===== config.mk =====
export PLATFORM = sky130hd
export DESIGN_NAME = capture_ctrl
export DESIGN_NICKNAME = d
export VERILOG_FILES = /design/src/rtl/capture_ctrl.sv
export SDC_FILE = /design/constraint.sdc
export NUM_CORES = 1
export LEC_CHECK = 0
export CAP_MARGIN = 20
export CORE_MARGIN = 4
export CORE_UTILIZATION = 55
export CTS_CLUSTER_SIZE = 28
export DETAILED_ROUTE_END_ITERATION = 10
export PLACE_DENSITY = 0.84
export RECOVER_POWER = 25
export SLEW_MARGIN = 20
export SYNTH_ARGS = -nofsm -noshare
export SYNTH_HDL_FRONTEND = slang
export SYNTH_SLANG_ARGS = --single-unit

===== constraint.sdc =====
create_clock -name clk -period 3.65 [get_ports clk]
set_clock_uncertainty 0.15 [all_clocks]
set_input_delay 0.73 -clock clk [delete_from_list [all_inputs] [get_ports clk]]
set_output_delay 0.73 -clock clk [all_outputs]
set_load 0.01 [all_outputs]

===== src/rtl/capture_ctrl.sv =====
// Capture sequencer for the sample RAM: writes decimated samples into a circular
// buffer, arms the trigger once pre-trigger history is full, and stops trig_pos samples later.
module capture_ctrl #(
  parameter int ENTRIES = 384,
  parameter int AW      = 9
) (
  input  logic          clk,
  input  logic          rst_n,
  input  logic          run,
  input  logic          wrt_smpl,
  input  logic          triggered,
  input  logic [AW-1:0] trig_pos,
  input  logic          clr_cap_done,
  output logic          we,
  output logic [AW-1:0] waddr,
  output logic          armed,
  output logic          set_capture_done,
  output logic          capture_done
);

  typedef enum logic [1:0] {IDLE, RUN, DONE} state_t;

  localparam logic [AW-1:0] LAST  = AW'(ENTRIES - 1);
  localparam logic [AW-1:0] FULL  = AW'(ENTRIES);
  localparam logic [AW:0]   DEPTH = (AW + 1)'(ENTRIES);

  state_t        state, state_nxt;
  logic [AW-1:0] smpl_cnt, trig_cnt;
  logic [AW-1:0] tp, smpl_inc, smpl_nxt;
  logic [AW:0]   arm_thr;
  logic          done_cond;

  // A post-trigger count of ENTRIES or more would overwrite the trigger point itself.
  assign tp       = (trig_pos > LAST) ? LAST : trig_pos;
  assign arm_thr  = DEPTH - {1'b0, tp};
  assign smpl_inc = (smpl_cnt == FULL) ? smpl_cnt : smpl_cnt + 1'b1;
  assign smpl_nxt = we ? smpl_inc : smpl_cnt;

  always_ff @(posedge clk or negedge rst_n) begin
    if (!rst_n) state <= IDLE;
    else        state <= state_nxt;
  end

  // NOTE: every output of this block gets a default first, so no path leaves a
  // signal unassigned and no latch is inferred.
  always_comb begin
    state_nxt = state;
    done_cond = 1'b0;
    we        = 1'b0;
    case (state)
      IDLE: if (run && !capture_done) state_nxt = RUN;
      RUN: begin
        done_cond = triggered && (trig_cnt == tp);
        we        = wrt_smpl && !done_cond && run;
        if (!run)           state_nxt = IDLE;
        else if (done_cond) state_nxt = DONE;
      end
      DONE: if (clr_cap_done) state_nxt = IDLE;
      default: state_nxt = IDLE;
    endcase
  end

  // NOTE: all sequential state uses non-blocking assignments so every register
  // samples the pre-edge values, independent of statement order.
  always_ff @(posedge clk or negedge rst_n) begin
    if (!rst_n) begin
      waddr            <= '0;
      smpl_cnt         <= '0;
      trig_cnt         <= '0;
      armed            <= 1'b0;
      set_capture_done <= 1'b0;
      capture_done     <= 1'b0;
    end else begin
      set_capture_done <= 1'b0;
      case (state)
        IDLE: begin
          armed <= 1'b0;
          if (state_nxt == RUN) begin
            waddr    <= '0;
            smpl_cnt <= '0;
            trig_cnt <= '0;
          end
        end
        RUN: begin
          if (!run) begin
            armed <= 1'b0;
          end else if (done_cond) begin
            armed            <= 1'b0;
            set_capture_done <= 1'b1;
            capture_done     <= 1'b1;
          end else begin
            if (we) begin
              waddr    <= (waddr == LAST) ? '0 : waddr + 1'b1;
              smpl_cnt <= smpl_inc;
              if (triggered) trig_cnt <= trig_cnt + 1'b1;
            end
            // Armed as soon as the write that completes the history lands.
            if ({1'b0, smpl_nxt} >= arm_thr) armed <= 1'b1;
          end
        end
        DONE: if (clr_cap_done) capture_done <= 1'b0;
        default: ;
      endcase
    end
  end

endmodule


* Word level (Yosys, flattened, before mapping)
Cells that the tools add are included.
** Word-level totals
- Bits in registers :: 32
- Bits of input ports :: 15
- Output and inout port bits :: 13
- Word-level logic and storage cells :: 76
** Operators by class
- $add $sub $neg :: 4
- $lt $le $gt $ge :: 2
- Equal/unequal tests :: 14
- Muxes and demuxes :: 35
- Reduce and logical (&&, ||, !) cells :: 14
** Operators with widths (count)
- 9-bit 2-to-1 mux :: 14
- 9-bit case mux with 2 select lines :: 3
- 9-bit by 1-bit adder with 9-bit output, second input constant :: 3
- 9-bit equality test, second input constant :: 2
- 2-bit != test, second input constant :: 7
- 1-bit 2-to-1 mux :: 11
- 9-bit by 10-bit >= comparator with 1-bit output :: 1
- 9-bit by 9-bit subtractor with 10-bit output, first input constant :: 1
- 9-bit equality test :: 1
- 9-bit greater-than comparator, second input constant :: 1
- 2-bit 2-to-1 mux :: 4
- 4-bit AND reduction :: 2
- 2-bit case mux with 3 select lines :: 1
- 6-bit AND reduction :: 1
- 5-bit AND reduction :: 1
- 2-bit by 1-bit equality test with 1-bit output, second input constant :: 2
- 1-bit logical AND :: 4
- 4-bit != test, second input constant :: 1
- 1-bit case mux with 2 select lines :: 2
- 2-bit nonzero test :: 2
- 2-bit equality test, second input constant :: 1
- 1-bit zero test :: 2
- 2-bit zero test :: 1
- 2-bit AND reduction :: 1

* Longest topological paths before layout
- Depth in word-level cells :: 14
- Mapped depth :: 14
- Gate-level depth less buffers :: 14

* Least setup slack after synthesis
No wires, ideal clock.
- Path type :: in2reg
- Start point :: input trig_pos[7]
- End point :: register armed
- Setup time :: 0.126 ns
- Data arrival time :: 3.003 ns
- Required time :: 3.374 ns
- Path slack :: 0.371 ns
- Stages :: 12
- Buffers on the path :: 2
- Path through :: and2_1 -> buf_6 -> a21oi_1 -> o22ai_1 -> nand4_2 -> clkbuf_1 -> nand3_1 -> xnor2_1 -> ha_1 -> a2111oi_0 -> a31oi_1 -> o32a_1
** On the way
- Word-level cells in the longest chain between the ends :: 12
- Elaborated cells between the ends (all ways) :: 17
- Classes of those cells :: 1 x add/sub; 2 x order compare; 2 x eq/ne; 7 x mux; 5 x reduce/logical
** Ends and longest elaborated chain
- from (decl) :: RTL line 12 : input logic [AW-1:0] trig_pos,
- 9-bit greater-than comparator :: RTL line 34 : assign tp = (trig_pos > LAST) ? LAST : trig_pos;
- 9-bit 2-to-1 mux (*) :: RTL line 34
- 9-bit equality test :: RTL line 53 : done_cond = triggered && (trig_cnt == tp);
- 1-bit logical AND :: RTL line 53
- 1-bit zero test :: RTL line 54 : we = wrt_smpl && !done_cond && run;
- 1-bit logical AND (2 in a row) :: RTL line 54
- 1-bit 2-to-1 mux :: RTL line 50 : case (state)
- 9-bit 2-to-1 mux
- 9-bit by 10-bit >= comparator with 1-bit output :: RTL line 98 : if ({1'b0, smpl_nxt} >= arm_thr) armed <= 1'b1;
- 4-bit != test (no source line)
- 2-bit AND reduction (no source line)
- to (signal assigned) :: RTL line 86 : armed <= 1'b0;
- to (signal assigned) :: RTL line 88 : armed <= 1'b0;
- to (signal assigned) :: RTL line 98
- to (decl) :: RTL line 16 : output logic armed,
Mark *: on every way between the ends. The rest lies on a longest branch, timed or not.
A chain may end at the register's enable or synchronous reset.

* Worst setup path after layout
- Start point :: input trig_pos[4]
- End point :: register armed
The elaborated chain is that of the path after synthesis.

==> results.py <==
metrics = {
    "yosys": {
        "syn-num-nets": 317,
        "ys_ff_latch": 32,
        "synth.mux.area_fraction": 0.04977,
        "yosysTopAreaCell": "dfrtp_1",
        "yosysTopAreaCellShare": 0.3250,
        "synth_edf_count": 0,
        "syn_area_mm2": 0.002464,
        "ys_seq_area_frac": 0.3250,
        "synth_top_cells_by_count": "dfrtp_1 (32), nand2_1 (32), nor2_1 (19)",
        "async_flop_share": 1.000,
        "synth_cell_types": 57,
        "synth_xor_area_frac": 0.04977,
        "synth_area_leaders": "dfrtp_1 (33%), ha_1 (7.1%), nand2_1 (4.9%)",
        "synthAdderAreaFrac": 0.07110,
        "synthSimpleGateAreaFrac": 0.2910,
        "avgSynthCellArea_um2": 8.554,
        "synth_ff_type": "dfrtp_1",
        "netlist_instances": 288,
        "synth_compound_area_frac": 0.1640,
        "synth_top_family_by_area": "simple AND/OR/NAND/NOR gates",
        "yosys_warnings": 0,
    },
    "timing": {
        "slew_violations": 33,
        "max_freq_mhz": 287.6,
        "hold_viol": 0,
        "period_share": 0.9526,
        "period_minus_slack_ns": 3.477,
        "finalSetupTns_ns": 0,
        "setup_violations": 0,
        "worst_slew_pin_slew_ns": 1.751,
        "slew_headroom": -0.1673,
        "whs_ns": 0.3786,
        "layout_setup_ws_ns": 0.1730,
    },
    "global_routing": {
        "track_usage": 0.2581,
        "grt_pass1_wl_um": 11120,
        "antenna_found_initial": 0,
        "grt_max_degree": 33,
        "grt_pass1_vias": 2451,
        "gr-total-overflow": 0,
    },
    "finish": {
        "finalNetCount": 385,
        "layout-drive-gt1-share": 0.2073,
        "stdcell_area_mm2": 0.003258,
        "fill_cells": 303,
        "area_growth_pct": 32.25,
        "regArea_um2": 800.8,
        "multi_input_comb_area_mm2": 0.001615,
        "antennaDiodeCount": 0,
    },
    "die": {
        "die_w_um": 74.93,
        "pin_count": 28,
        "coreArea_mm2": 0.004354,
        "start_util": 0.5658,
        "fp.dieArea_mm2": 0.005614,
        "die_height_um": 74.93,
        "row_count": 24,
    },
    "power_and_ir_drop": {
        "power.density_mw_per_mm2": 305.0,
        "total_power_uw": 993.7,
        "ir_worst_vdd_v": 0.0001819,
        "p_leak_uw": 0.001589,
    },
    "setup_path": {
        "worstSetupPathType": "input port to flop",
        "end_kind": "flop",
        "start_kind": "input port",
        "cp.required_ns": 3.67,
        "arrival_ns": 3.50,
        "cp_max_fo": 5,
    },
    "outcome": {
        "status": "complete, but fails checks",
        "violations": "max-capacitance violations, max-slew violations",
    },
    "clocking": {
        "cts_buffer_depth": 2,
        "cts_tree": "yes",
        "cts_buffers": 5,
        "cts_root_buf": "clkbuf_8",
        "clkTransAtPathRegs_ns": 0.07,
        "clk_latency_ns": 0.29,
        "clock_sinks": 32,
        "cts_max_level": 2,
    },
    "place": {
        "hpwl_um": 4701,
        "gp_congestion": 0.9516,
        "place_ws_ns": -0.3766,
        "io_buffers": 27,
        "place_area_mm2": 0.003034,
    },
    "routing": {
        "ant_nets": 0,
        "wirelength_um": 6665,
        "wire_per_inst_um": 16.30,
        "via_per_inst": 6.144,
        "vias": 2513,
        "first_pass_iters": 4,
        "drcViolationCount": 0,
        "dr.first_iter.drc_count": 201,
    },
    "run": {
        "drv_cap": 1,
    },
    "worst_hold_path": {
        "min_path_type": "flop to flop",
    },
}
## cell families (layout without fill, tap and decap cells)
logic type	Yosys count	count (layout)
compound gates	60	60
xor+xnor	14	14
fa+ha+maj	14	14
simple gates	130	130
flops	32	32
mux	12	12
buf+inv	26	95
## worst max-delay path, stage by stage
cell and delay, ns:
clkdlybuf4s50_1 0.44, buf_4 0.17, or4_1 0.50, or4_1 0.45, nor2_1 0.13, a21oi_1 0.06
ha_1 0.22, a2111oi_2 0.33, a31oi_1 0.14, o32a_1 0.33
## state kept, by name, indices dropped and copies added (netlist names)
signal	count
trig_cnt	9
state	2
smpl_cnt	9
capture_done	1
waddr	9
set_capture_done	1
armed	1
## layout by cell type, fill, tap and decap left out, types with 3 or more instances in the layout
cell type,instances
nor3_1,4
and2_1,4
or4_1,7
nand4_1,7
o31ai_1,5
o21ai_0,7
o211ai_1,4
and3_1,13
o22ai_1,3
dlygate4sd2_1,3
xor2_1,5
nor2b_1,3
xnor2_1,9
nand2b_1,4
nor2_1,18
nand3_1,16
ha_1,14
and4_1,3
a21oi_1,9
mux2i_1,10
clkbuf_8,5
buf_4,44
nand2_1,31
dlymetal6s2s_1,5
inv_1,13
a31oi_1,7
dfrtp_1,32
clkdlybuf4s50_1,18
## layout make-up
type	count	share of cell area
flip-flops and latches	32	0.2458
repair buffers	72	0.1882
clock inverters	2	0.01075
clock buffers	6	0.02227
inverters	15	0.01728
multi-input cells	230	0.4958
well taps	52	0.01997
## per-layer routing
layer	global-route usage	vias up	part of all wire
li1	-	1214	-
met1	0.3322	1199	0.43
met2	0.4304	86	0.49
met3	0.04806	14	0.057
met4	0.09684	0	0.025
met5	0	-	0
## power by group
part	switching (µW)	internal [µW]	leakage [µW]
clock network	136	202	0.0000552
logic	124	118	0.00109
registers	39.3	374	0.000441
## stage by stage
step / utilization / std cells
3_5_place_dp: 0.6968 / 396
5_1_grt: 0.7483 / 409
4_1_cts: 0.7302 / 408
2_1_floorplan: - / 288
6_report: 0.7483 / 409
3_3_place_gp: 0.6968 / 396
## path summary, 6_finish.rpt
kind | startpoint | to | slack, ns | cells past startpoint
max reg2reg | smpl_cnt[4]$_DFFE_PN0P_ | armed$_DFFE_PN0P_ | 0.31 | 11
min in group asynchronous | rst_n | smpl_cnt[5]$_DFFE_PN0P_ | 1.29 | 2
min reg2reg | smpl_cnt[8]$_DFFE_PN0P_ | smpl_cnt[8]$_DFFE_PN0P_ | 0.38 | 1
max in group asynchronous | rst_n | trig_cnt[1]$_DFFE_PN0P_ | 1.05 | 2
max | trig_pos[4] | armed$_DFFE_PN0P_ | 0.17 | 10
min | smpl_cnt[8]$_DFFE_PN0P_ | smpl_cnt[8]$_DFFE_PN0P_ | 0.38 | 1
## timing repair
action | CTS | global route
pin swaps | 2 | 8
setup buffers | 4 | 1
hold buffers | 0 | 0
setup endpoints to repair | 2 | 2
gates resized for setup | 8 | 18
cloned | 0 | 0
Power figures use the tool's default switching activity.
